<file path="config.mk">
export PLATFORM = sky130hd
export DESIGN_NAME = ddr_burst_mem
export DESIGN_NICKNAME = d
export VERILOG_FILES = /design/src/rtl/ddr_mem_pkg.sv /design/src/rtl/ddr_burst_addr_gen.sv /design/src/rtl/ddr_burst_mem.sv
export SDC_FILE = /design/constraint.sdc
export NUM_CORES = 1
export LEC_CHECK = 0
export ABC_AREA = 1
export CORE_MARGIN = 10
export CORE_UTILIZATION = 30
export CTS_BUF_LIST = sky130_fd_sc_hd__clkbuf_8 sky130_fd_sc_hd__clkbuf_16
export CTS_CLUSTER_DIAMETER = 60
export DETAILED_ROUTE_END_ITERATION = 10
export PLACE_DENSITY = 0.44
export SKIP_LAST_GASP = 1
export SLEW_MARGIN = 20
export SYNTH_ARGS = -nofsm -noshare
export SYNTH_HDL_FRONTEND = slang
export SYNTH_HIERARCHICAL = 1
export SYNTH_SLANG_ARGS = --single-unit
</file>
<file path="constraint.sdc">
create_clock -name clk -period 1.8 [get_ports clk]
set_input_delay 0.45 -clock clk [delete_from_list [all_inputs] [get_ports clk]]
set_output_delay 0.45 -clock clk [all_outputs]
set_load 0.05 [all_outputs]
</file>
<file path="src/rtl/ddr_mem_pkg.sv">
// Shared types and helpers for the DDR burst memory model: FSM state encoding,
// beat-counter sizing and the per-word parity function.
package ddr_mem_pkg;

    typedef enum logic [1:0] {
        IDLE  = 2'd0,
        WRITE = 2'd1,
        READ  = 2'd2
    } state_t;

    // A two-word burst has a single beat but still needs a 1-bit counter
    function automatic int beat_cnt_w(input int burst_len);
        int w;
        w = $clog2(burst_len / 2);
        return (w < 1) ? 1 : w;
    endfunction

    function automatic logic even_parity(input logic [63:0] d);
        return ^d;
    endfunction

endpackage

</file>
<file path="src/rtl/ddr_burst_addr_gen.sv">
// Combinational wrapped-burst address generator: maps the burst base and beat
// index to the rise/fall word addresses, wrapping inside the aligned block.
module ddr_burst_addr_gen
    import ddr_mem_pkg::*;
#(
    parameter int ADDR_W    = 3,
    parameter int BURST_LEN = 4,
    parameter int CNT_W     = beat_cnt_w(BURST_LEN)
) (
    input  logic [ADDR_W-1:0] i_base,
    input  logic [CNT_W-1:0]  i_beat,
    output logic [ADDR_W-1:0] o_rise_addr,
    output logic [ADDR_W-1:0] o_fall_addr
);

    localparam logic [ADDR_W-1:0] MASK = ADDR_W'(BURST_LEN - 1);

    logic [ADDR_W-1:0] w_k_rise;
    logic [ADDR_W-1:0] w_k_fall;

    // Each beat carries words 2b and 2b+1; only the in-block offset bits move
    assign w_k_rise    = ADDR_W'({i_beat, 1'b0});
    assign w_k_fall    = w_k_rise + ADDR_W'(1);
    assign o_rise_addr = (i_base & ~MASK) | ((i_base + w_k_rise) & MASK);
    assign o_fall_addr = (i_base & ~MASK) | ((i_base + w_k_fall) & MASK);

endmodule

</file>
<file path="src/rtl/ddr_burst_mem.sv">
// Double-data-rate burst memory: two words per clock on a double-width bus,
// wrapped bursts of BURST_LEN words. Optional parity via DDR_MEM_PARITY_EN.
module ddr_burst_mem
    import ddr_mem_pkg::*;
#(
    parameter int DATA_W    = 8,
    parameter int ADDR_W    = 3,
    parameter int BURST_LEN = 4
) (
    input  logic                clk,
    input  logic                rst_n,
    input  logic                cmd_valid,
    output logic                cmd_ready,
    input  logic                cmd_rw,
    input  logic [ADDR_W-1:0]   cmd_addr,
    input  logic                wr_valid,
    output logic                wr_ready,
    input  logic [2*DATA_W-1:0] wr_data,
    output logic                rd_valid,
    output logic [2*DATA_W-1:0] rd_data,
    output logic                rd_last
`ifdef DDR_MEM_PARITY_EN
    ,
    output logic [1:0]          rd_perr
`endif
);

    localparam int DEPTH = 2 ** ADDR_W;
    localparam int NBEAT = BURST_LEN / 2;
    localparam int CNT_W = beat_cnt_w(BURST_LEN);
    localparam logic [CNT_W-1:0] LAST_BEAT = CNT_W'(NBEAT - 1);

    state_t              r_state;
    state_t              w_next;
    logic [ADDR_W-1:0]   r_base;
    logic [CNT_W-1:0]    r_beat;
    logic [ADDR_W-1:0]   w_rise_addr;
    logic [ADDR_W-1:0]   w_fall_addr;
    logic                w_last;
    logic                w_wr_fire;
    logic                w_rd_issue;

    logic [DATA_W-1:0]   r_mem [DEPTH];
    logic                r_rd_valid;
    logic                r_rd_last;
    logic [2*DATA_W-1:0] r_rd_data;

    ddr_burst_addr_gen #(
        .ADDR_W    (ADDR_W),
        .BURST_LEN (BURST_LEN),
        .CNT_W     (CNT_W)
    ) u_addr_gen (
        .i_base      (r_base),
        .i_beat      (r_beat),
        .o_rise_addr (w_rise_addr),
        .o_fall_addr (w_fall_addr)
    );

    assign w_last     = (r_beat == LAST_BEAT);
    assign w_wr_fire  = (r_state == WRITE) && wr_valid;
    assign w_rd_issue = (r_state == READ);

    always_comb begin
        w_next    = r_state;
        cmd_ready = 1'b0;
        wr_ready  = 1'b0;
        case (r_state)
            IDLE: begin
                cmd_ready = 1'b1;
                if (cmd_valid) w_next = cmd_rw ? WRITE : READ;
            end
            WRITE: begin
                wr_ready = 1'b1;
                if (wr_valid && w_last) w_next = IDLE;
            end
            READ: begin
                if (w_last) w_next = IDLE;
            end
            default: w_next = IDLE;
        endcase
    end

    always_ff @(posedge clk or negedge rst_n) begin
        if (!rst_n) begin
            r_state <= IDLE;
            r_base  <= '0;
            r_beat  <= '0;
        end else begin
            r_state <= w_next;
            if (cmd_valid && cmd_ready) begin
                r_base <= cmd_addr & ~ADDR_W'(1);
                r_beat <= '0;
            end else if (w_wr_fire || w_rd_issue) begin
                r_beat <= r_beat + CNT_W'(1);
            end
        end
    end

    // Array is deliberately left unreset so committed words survive a reset
    always_ff @(posedge clk) begin
        if (w_wr_fire) begin
            r_mem[w_rise_addr] <= wr_data[DATA_W-1:0];
            r_mem[w_fall_addr] <= wr_data[2*DATA_W-1:DATA_W];
        end
    end

    always_ff @(posedge clk or negedge rst_n) begin
        if (!rst_n) begin
            r_rd_valid <= 1'b0;
            r_rd_last  <= 1'b0;
            r_rd_data  <= '0;
        end else begin
            r_rd_valid <= w_rd_issue;
            r_rd_last  <= w_rd_issue && w_last;
            if (w_rd_issue) r_rd_data <= {r_mem[w_fall_addr], r_mem[w_rise_addr]};
        end
    end

    assign rd_valid = r_rd_valid;
    assign rd_last  = r_rd_last;
    assign rd_data  = r_rd_data;

`ifdef DDR_MEM_PARITY_EN
    logic       r_par [DEPTH];
    logic [1:0] r_rd_perr;

    always_ff @(posedge clk) begin
        if (w_wr_fire) begin
            r_par[w_rise_addr] <= even_parity(64'(wr_data[DATA_W-1:0]));
            r_par[w_fall_addr] <= even_parity(64'(wr_data[2*DATA_W-1:DATA_W]));
        end
    end

    always_ff @(posedge clk or negedge rst_n) begin
        if (!rst_n) begin
            r_rd_perr <= 2'b00;
        end else if (w_rd_issue) begin
            r_rd_perr <= {even_parity(64'(r_mem[w_fall_addr])) ^ r_par[w_fall_addr],
                          even_parity(64'(r_mem[w_rise_addr])) ^ r_par[w_rise_addr]};
        end
    end

    assign rd_perr = r_rd_perr;
`endif

endmodule

</file>
==> results.cfg, run 1 <==
[placement]
portBuffers = 42
place.gp.congestion = 0.854
place_hpwl_um = 12100

[power]
p_leak_nw = 2.99
seq_power_share = 0.303
power_mw = 9.25
internal_power_mw = 5.29
p_clk_frac = 0.223
power_density_nw_per_um2 = 1440
swShare = 0.428
vdd_drop_max_mv = 1.00
switching_power_mw = 3.96
pwr-share-comb = 0.474

[logic_synthesis]
ys_ff_latch = 87
yosysSeqAreaShare = 0.479
netlist_area_um2 = 5220
ys_types = 28
syn_area_per_cell_um2 = 8.00
synth_edf_count = 64
synthCells = 652
yosysWarnings = 6
synth_area_leader_cell = edfxtp_1
synth_area_leaders = edfxtp_1 (37%), nand2_1 (14%), dfrtp_1 (11%)
synth.top_cell.area_share = 0.368
synth_ff_type = edfxtp_1
async_flop_share = 0.264

[flow_run]
drv_cap = 0

[grt]
grt_max_degree = 49
grt_overflow = 0
grt_pass1_vias = 4326
grt_pass1_wl_um = 26000
grt_usage = 0.144
antenna_found_initial = 0

[sta]
whs_ns = 0.464
fin_skew_ns = 0.00991
max_freq_mhz = 590
maxSlewViolCount = 0
setup_viol = 0
final.period_utilization = 0.942
relSlewSlack = 0.649
fin_crit_ns = 1.70
worst_slew_pin_slew_ns = 0.526
finalHoldViolCount = 0

[die]
start_util = 0.304
die_w_um = 152
core_area_um2 = 17200
dieArea_um2 = 23100
io_pins = 44
rows = 48
die_h_um = 152

[clocking]
numCtsBuffers = 9
clk_pin_slew_ns = 0.07
cts_root_buffer = clkbuf_16
cts_tree = built
clockBufferDepth = 2
ctsResizeCount = 0
cts.htree.levels = 3
hold_buffers = 0
clock_latency_ns = 0.35
cts.sinks = 87
cts_setup_buffers = 0

[worst_setup_path]
cp-start-kind = input port
crit_family = buffers and inverters
crit_buf_inv = 4
path_class = input port to register
critPathRequiredTime_ns = 1.87
cpMaxStageDelayCell = clkdlybuf4s50_1
critPathArrivalTime_ns = 1.76
worst_setup_path_end_kind = register
ff2ff_setup_slack_ns = 0.11
crit_path_cell_trace = clkdlybuf4s50_1, inv_2, nor2_8, buf_4, nand2_1, o21ai_1, buf_6
crit_path_max_incr_delay_ns = 0.47
path_max_fanout = 8

[drt]
drc = 0
routed_wl_um = 16700
num_vias = 4492
ant_nets = 0
firstDrtPassIters = 5
viasPerCell = 4.76
wl_per_cell_um = 17.7
drt_iter0_markers = 369

[hold_path]
hold_path.class = input port to asynchronous set/reset pin

[status]
status = complete, no violations

[layout]
final_nets = 738
utilization = 0.374
drive_gt1_frac = 0.203
syn2layout_area_growth_pct = 23.2
n_antenna_cell = 0
## kinds of logic (layout without fill, tap and decap cells)
logic type,Yosys count,in the layout,synth area share
buffers and inverters,120,185,0.106
flip-flops,87,87,0.479
AND/OR/NAND/NOR,356,356,0.309
AO/OA/AOI/OAI,88,88,0.106
other,1,3,0.000719
## flip-flops by register name, summed over array words and instances, names as in the netlist
| name | cells |
|---|---|
| r_mem | 64 |
| rd_last | 1 |
| rd_data | 16 |
| r_base | 2 |
| r_state | 2 |
| rd_valid | 1 |
| r_beat | 1 |
## area by class of cell
class	instances	area, um^2
clock buffers	9	225
clock inverters	7	97.6
fillers	1758	10700
inverters	83	317
multi-input cells	447	2210
flip-flops and latches	87	2500
well taps	225	282
repair buffers	86	800
## cell usage in the layout (no fill, tap or decap), types with 3 or more instances in the layout
cell type	instances
o21ai_2	28
nor2_2	4
nand2_1	191
edfxtp_1	64
buf_12	7
inv_1	76
a21oi_1	4
or2_2	8
buf_4	54
nand3_1	82
clkdlybuf4s50_1	22
o21ai_1	45
nor2_8	3
o211ai_1	7
nor2_1	49
nand2_2	4
buf_6	3
clkbuf_16	9
conb_1	3
dfrtp_1	23
inv_2	6
nand2_4	8
nor2_4	4
## worst register-to-register path: cells and delay by family, from the launching register on
family	cells	cell delay, ns
buffers and inverters	4	0.42
flip-flops	1	0.42
AND/OR/NAND/NOR	4	0.41
AO/OA/AOI/OAI	1	0.17
## cell usage after synthesis (8+ instances only)
library cell	n
buf_6	8
nand2_1	192
nor2_1	50
buf_2	20
o21ai_2	25
or2_2	8
nand2_4	8
dfrtp_1	23
inv_1	75
o21ai_1	49
nand3_1	82
edfxtp_1	64
## power by group through the flow
stage	sequential (mW)	combinational (mW)	clock (mW)
floorplan	3.46	2.05	0
global placement	2.84	4.28	0
detailed placement	2.85	4.30	0
CTS	2.81	4.31	2.10
global route	2.85	4.73	2.18
finish	2.80	4.38	2.06
## worst paths after layout
check	startpoint	to	depth (start not counted)
hold / removal	rst_n	r_state[1]	2
setup / recovery	wr_valid	r_mem[6][7]	7
min in group clk	rd_data[8]	rd_data[8]	2
hold reg to reg	rd_data[8]	rd_data[8]	2
max in group asynchronous	rst_n	rd_data[1]	2
setup reg to reg	r_base[1]	r_mem[2][6]	9
## per-stage QoR
stage          setup TNS [ns]  area [um^2]  cells  setup WS [ns]
2_1_floorplan          -0.128         5240    654        -0.0160
3_3_place_gp           -19.71         6080    928         -0.254
3_5_place_dp           -19.81         6080    928         -0.258
4_1_cts                     0         6400    944         0.0504
5_1_grt               -0.0245         6430    944       -0.00732
6_report                    0         6430    944          0.104
## layer usage
layer,routed length [um],track usage,share of wire,up-vias
met5,0,0,0,-
met4,466,0.0578,0.028,0
met3,1130,0.0330,0.067,35
met2,6960,0.204,0.42,164
met1,8190,0.205,0.49,2067
li1,-,-,-,2226
No activity file was read; power rests on OpenSTA's default activity.
==> inputs of run 2 (changes only) <==
--- a/config.mk
+++ b/config.mk
@@ -6,11 +6,12 @@
 export NUM_CORES = 1
 export LEC_CHECK = 0
 export ABC_AREA = 1
-export CORE_MARGIN = 10
 export CORE_UTILIZATION = 30
 export CTS_BUF_LIST = sky130_fd_sc_hd__clkbuf_8 sky130_fd_sc_hd__clkbuf_16
 export CTS_CLUSTER_DIAMETER = 60
 export DETAILED_ROUTE_END_ITERATION = 10
+export GPL_TIMING_DRIVEN = 0
+export HOLD_SLACK_MARGIN = 0.05
 export PLACE_DENSITY = 0.44
 export SKIP_LAST_GASP = 1
 export SLEW_MARGIN = 20
==> run 2 against run 1 <==
  * Utilization grew 1.7 points
  * Maximum frequency shrank 1.9%
  * Die area shrank 22%
  * Largest power group unchanged
  * Register-to-register slack lost 0.02 ns
  * Wire length grew 5.9%
  * Via count grew 2.7%
  * Sequential cell count is the same
  * Clock skew grew 0.0057 ns
  * Critical endpoint is now rd_data[1]
  * Power grew 1.2%
  * Sequential power is essentially flat
  * Highest routed layer unchanged
==> results.cfg, run 2 (same netlist as run 1, synthesis figures left out) <==
[status]
status = complete, no violations

[clocking]
clk_pin_slew_ns = 0.08
cts.sinks = 87
cts_tree = built
clock_latency_ns = 0.36
clockBufferDepth = 2
cts_root_buffer = clkbuf_16
numCtsBuffers = 9
cts.htree.levels = 3
hold_buffers = 0

[die]
io_pins = 44
rows = 47
start_util = 0.311
dieArea_um2 = 17900
die_w_um = 134
die_h_um = 134
core_area_um2 = 16800

[hold_path]
hold_path.class = input port to asynchronous set/reset pin

[worst_setup_path]
path_class = register to primary output
crit_path_max_incr_delay_ns = 0.56
critPathArrivalTime_ns = 1.28
rr_worst_depth = 8
ff2ff_setup_slack_ns = 0.09
crit_buf_inv = 1
cp-endpoint = rd_data[1]
worst_setup_path_end_kind = primary output
crit_start = rd_data[1]
crit_path_cell_trace = dlygate4sd2_1
path_max_fanout = 2
cp-start-kind = register
crit_family = buffers and inverters
critPathRequiredTime_ns = 1.35
cpMaxStageDelayCell = dlygate4sd2_1
r2r_start = r_beat
regToRegEndpoint = r_mem[2][6]
cp_num_cells = 1

[grt]
grt_pass1_wl_um = 27300
grt_max_degree = 24
grt_usage = 0.208
grt_pass1_vias = 4398
grt_overflow = 0
antenna_found_initial = 0

[sta]
fin_skew_ns = 0.0156
rsz0062_at_grt = no
finalWorstSetupSlack_ns = 0.0709
max_freq_mhz = 578
finalHoldViolCount = 0
worst_slew_pin_slew_ns = 0.529
maxSlewViolCount = 0
fin_crit_ns = 1.73
whs_ns = 0.0494
relSlewSlack = 0.649
tns_ns = 0
final.period_utilization = 0.961
setup_viol = 0

[layout]
n_antenna_cell = 0
final_area_um2 = 6550
layout_common_cells = nand2_1 (184), nand3_1 (81), inv_1 (73)
layout_commonest_cell = nand2_1
syn2layout_area_growth_pct = 25.5
largest-register = r_mem
largest_reg_flops = 64
drive_gt1_frac = 0.209
final_nets = 742

[placement]
place_hpwl_um = 12900
portBuffers = 34
place.gp.congestion = 0.879
preCtsSetupSlack_ns = -0.704
placed_cell_area_um2 = 5860

[drt]
ant_nets = 0
drt_iter0_markers = 436
routed_wl_um = 17700
drc = 0
firstDrtPassIters = 5
wl_per_cell_um = 18.8
viasPerCell = 4.89
num_vias = 4613

[power]
power_density_nw_per_um2 = 1430
vdd_drop_max_mv = 0.735
p_leak_nw = 3.00

[flow_run]
drv_cap = 0
==> run 2: changes by cell type in the layout (fill, tap and decap cells not counted), sizes merged <==
cell / before / now
clkbuf: 9 / 16
clkdlybuf4s50: 22 / 12
clkinv: 3 / 4
dlygate4sd2: 0 / 19
buf: 64 / 52
clkinvlp: 1 / 0
==> run 2: how the worst min path moves through the flow <==
stage                            from     endpoint  cells past startpoint
final                           rst_n       r_beat                      1
after global routing            rst_n       r_beat                      1
after CTS                  wr_data[2]  r_mem[0][2]                      3
after detailed placement  rd_data[11]  rd_data[11]                      2
after global placement     rd_data[8]   rd_data[8]                      2
after floorplan                 rst_n    r_base[1]                      0
==> run 2: metal layers <==
layer	global-route usage	vias up	part of all wire
met5	0	-	0
met4	0.0467	0	0.011
met3	0.0412	17	0.068
met2	0.327	200	0.46
met1	0.294	2164	0.47
li1	-	2232	-
==> run 2: area by class of cell <==
type	count	area [um^2]
inverter	83	329
fill	1731	10200
clock inverter	7	103
multi-input combinational	447	2350
timing repair buffer	55	552
clock buffer	9	225
tap	220	275
buffer	35	218
sequential	87	2500
==> run 2: power breakdown <==
group	total, mW	internal, mW	switching (mW)
Sequential	2.78	2.58	0.198
Combinational	4.46	1.37	3.09
Clock	2.12	1.24	0.884
==> run 2: metrics by stage <==
stage | utilization | cells | power, mW
after floorplan | - | 654 | 5.51
after global placement | 0.349 | 908 | 6.76
after detailed placement | 0.349 | 908 | 6.77
after CTS | 0.387 | 939 | 9.17
after global routing | 0.391 | 943 | 9.86
final | 0.391 | 943 | 9.36
==> run 2: repair_timing <==
| item | in CTS | in global routing |
|---|---|---|
| resized for setup | 57 | 20 |
| setup buffers | 16 | 5 |
| pin swaps | 12 | 5 |
| gates cloned | 1 | 0 |
| endpoints found under the setup margin | 122 | 60 |
==> inputs of run 3 (changes only) <==
--- a/config.mk
+++ b/config.mk
@@ -10,6 +10,7 @@
 export CTS_BUF_LIST = sky130_fd_sc_hd__clkbuf_8 sky130_fd_sc_hd__clkbuf_16
 export CTS_CLUSTER_DIAMETER = 60
 export DETAILED_ROUTE_END_ITERATION = 10
+export GPL_ROUTABILITY_DRIVEN = 0
 export GPL_TIMING_DRIVEN = 0
 export HOLD_SLACK_MARGIN = 0.05
 export PLACE_DENSITY = 0.44
==> run 3 against run 2 <==
  * Sequential share of layout area is 0.59 points higher
  * Via count is 0.48% higher
  * Largest power group unchanged
  * Global-route usage is 0.42 points lower
  * Critical endpoint is now r_mem[5][1]
  * Combinational power hardly changed
  * Utilization fell by 0.60 points
  * Maximum frequency down 2.6%
  * Worst setup slack worse by 0.045 ns
  * First-iteration DRC count up 1.8%
  * Wire length is essentially flat
  * Largest cell class unchanged
==> results.cfg, run 3 (same netlist as run 1, synthesis figures left out) <==
[layout]
drive_gt1_frac = 0.201
seqCellArea_um2 = 2500
syn2layout_area_growth_pct = 23.6
final_nets = 746
largest_reg_flops = 64
final_area_um2 = 6450
largest-register = r_mem
n_fill_cell = 1764
layout_commonest_cell = nand2_1
multiInputGateArea_um2 = 2320
layout_common_cells = nand2_1 (188), nand3_1 (82), inv_1 (75)
n_antenna_cell = 0

[grt]
antenna_found_initial = 0
grt_max_degree = 24
grt_pass1_vias = 4421
grt_usage = 0.204
grt_pass1_wl_um = 26800
grt_overflow = 0

[sta]
relSlewSlack = 0.646
worst_slew_pin_slew_ns = 0.533
tns_ns = 0
fin_skew_ns = 0.0150
finalHoldViolCount = 0
setup_viol = 0
max_freq_mhz = 564
final.period_utilization = 0.986
fin_crit_ns = 1.77
maxSlewViolCount = 0
rsz0062_at_grt = yes

[clocking]
cts_root_buffer = clkbuf_16
cts.htree.levels = 3
cts.sinks = 87
clockBufferDepth = 2
clock_latency_ns = 0.36
numCtsBuffers = 9
clk_pin_slew_ns = 0.06
cts_tree = built

[power]
power_density_nw_per_um2 = 1400
vdd_drop_max_mv = 0.807
p_leak_nw = 2.99

[drt]
routed_wl_um = 17700
firstDrtPassIters = 8
drc = 0
viasPerCell = 4.89
drt_iter0_markers = 444
num_vias = 4635
wl_per_cell_um = 18.7
ant_nets = 0

[die]
core_area_um2 = 16800
start_util = 0.311
dieArea_um2 = 17900
die_w_um = 134
io_pins = 44
rows = 47
die_h_um = 134

[worst_setup_path]
critPathRequiredTime_ns = 1.82
critPathArrivalTime_ns = 1.80
path_max_fanout = 10
path_class = input port to register
worst_setup_path_end_kind = register
cp-start-kind = input port

[flow_run]
drv_cap = 0

[hold_path]
hold_path.class = input port to asynchronous set/reset pin

[placement]
placed_cell_area_um2 = 5860
place_hpwl_um = 12800
portBuffers = 34

[status]
status = complete, no violations
[run 3: cell types whose count changed in the layout (fill, tap and decap cells not counted), moves of 2 or more]
cell	change
buf_4	+5
inv_4	+2
inv_1	+2
inv_2	-2
clkinv_4	-3
bufinv_16	-2
nand2_2	-2
nand2_1	+4
nand2_4	+3
nand2_8	-3
clkinvlp_4	+2
clkinv_1	+2
[run 3: worst max-delay path, cell delays in order]
cell and delay, ns:
clkdlybuf4s50_1 0.47, inv_2 0.06, nor2_8 0.15, inv_8 0.05
nor2_8 0.17, nand2_4 0.13, buf_6 0.17, o21ai_4 0.14
[run 3: what timing repair did]
item                                    4_1_cts  5_1_grt
endpoints found under the setup margin      117       72
resized for setup                            46       10
pin swaps                                    11        6
hold buffers                                  0        0
setup buffers                                14        9
endpoints found under the hold margin         0        0
gates cloned                                  0        2
[run 3: final timing paths]
check / cells past startpoint / slack, ns / startpoint / to
max: 8 / 0.03 / wr_valid / r_mem[5][1]
max in group asynchronous: 1 / 1.39 / rst_n / rd_data[9]
max reg2reg: 7 / 0.07 / r_beat / r_mem[0][7]
min: 1 / 0.06 / rst_n / r_base[1]
min reg2reg: 2 / 0.50 / rd_data[9] / rd_data[9]
min in group clk: 3 / 0.50 / wr_data[2] / r_mem[0][2]
[run 3: power breakdown]
part	leakage (nW)	internal [mW]	total [mW]	switching, mW
combinational	2.02	1.41	4.47	3.06
clock	0.129	0.938	1.76	0.818
sequential	0.845	2.59	2.78	0.192
[run 3: per-stage QoR]
step           worst slack (ns)  hold WS [ns]  total power, mW  cells  utilization
4_1_cts                 -0.0435         0.496             8.74    937        0.379
3_3_place_gp             -0.646         0.500             6.72    908        0.349
5_1_grt                 -0.0308         0.106             9.50    947        0.385
6_report                 0.0254        0.0616             9.00    947        0.385
2_1_floorplan           -0.0160         0.154             5.51    654            -
3_5_place_dp             -0.653         0.503             6.74    908        0.349
[run 3: area by class of cell]
cell class / count / area share
clock inverters: 7 / 0.00737
inverters: 83 / 0.0502
flip-flops and latches: 87 / 0.387
repair buffers: 56 / 0.0824
well taps: 220 / 0.0427
plain buffers: 36 / 0.0351
clock buffers: 9 / 0.0349
multi-input cells: 449 / 0.360
[run 3: metal layers]
metal,GRT usage,up-vias,wire length [um]
met2,0.315,201,8140
met3,0.0416,25,1380
met4,0.0688,0,391
li1,-,2241,-
met1,0.283,2168,7810
met5,0,-,0
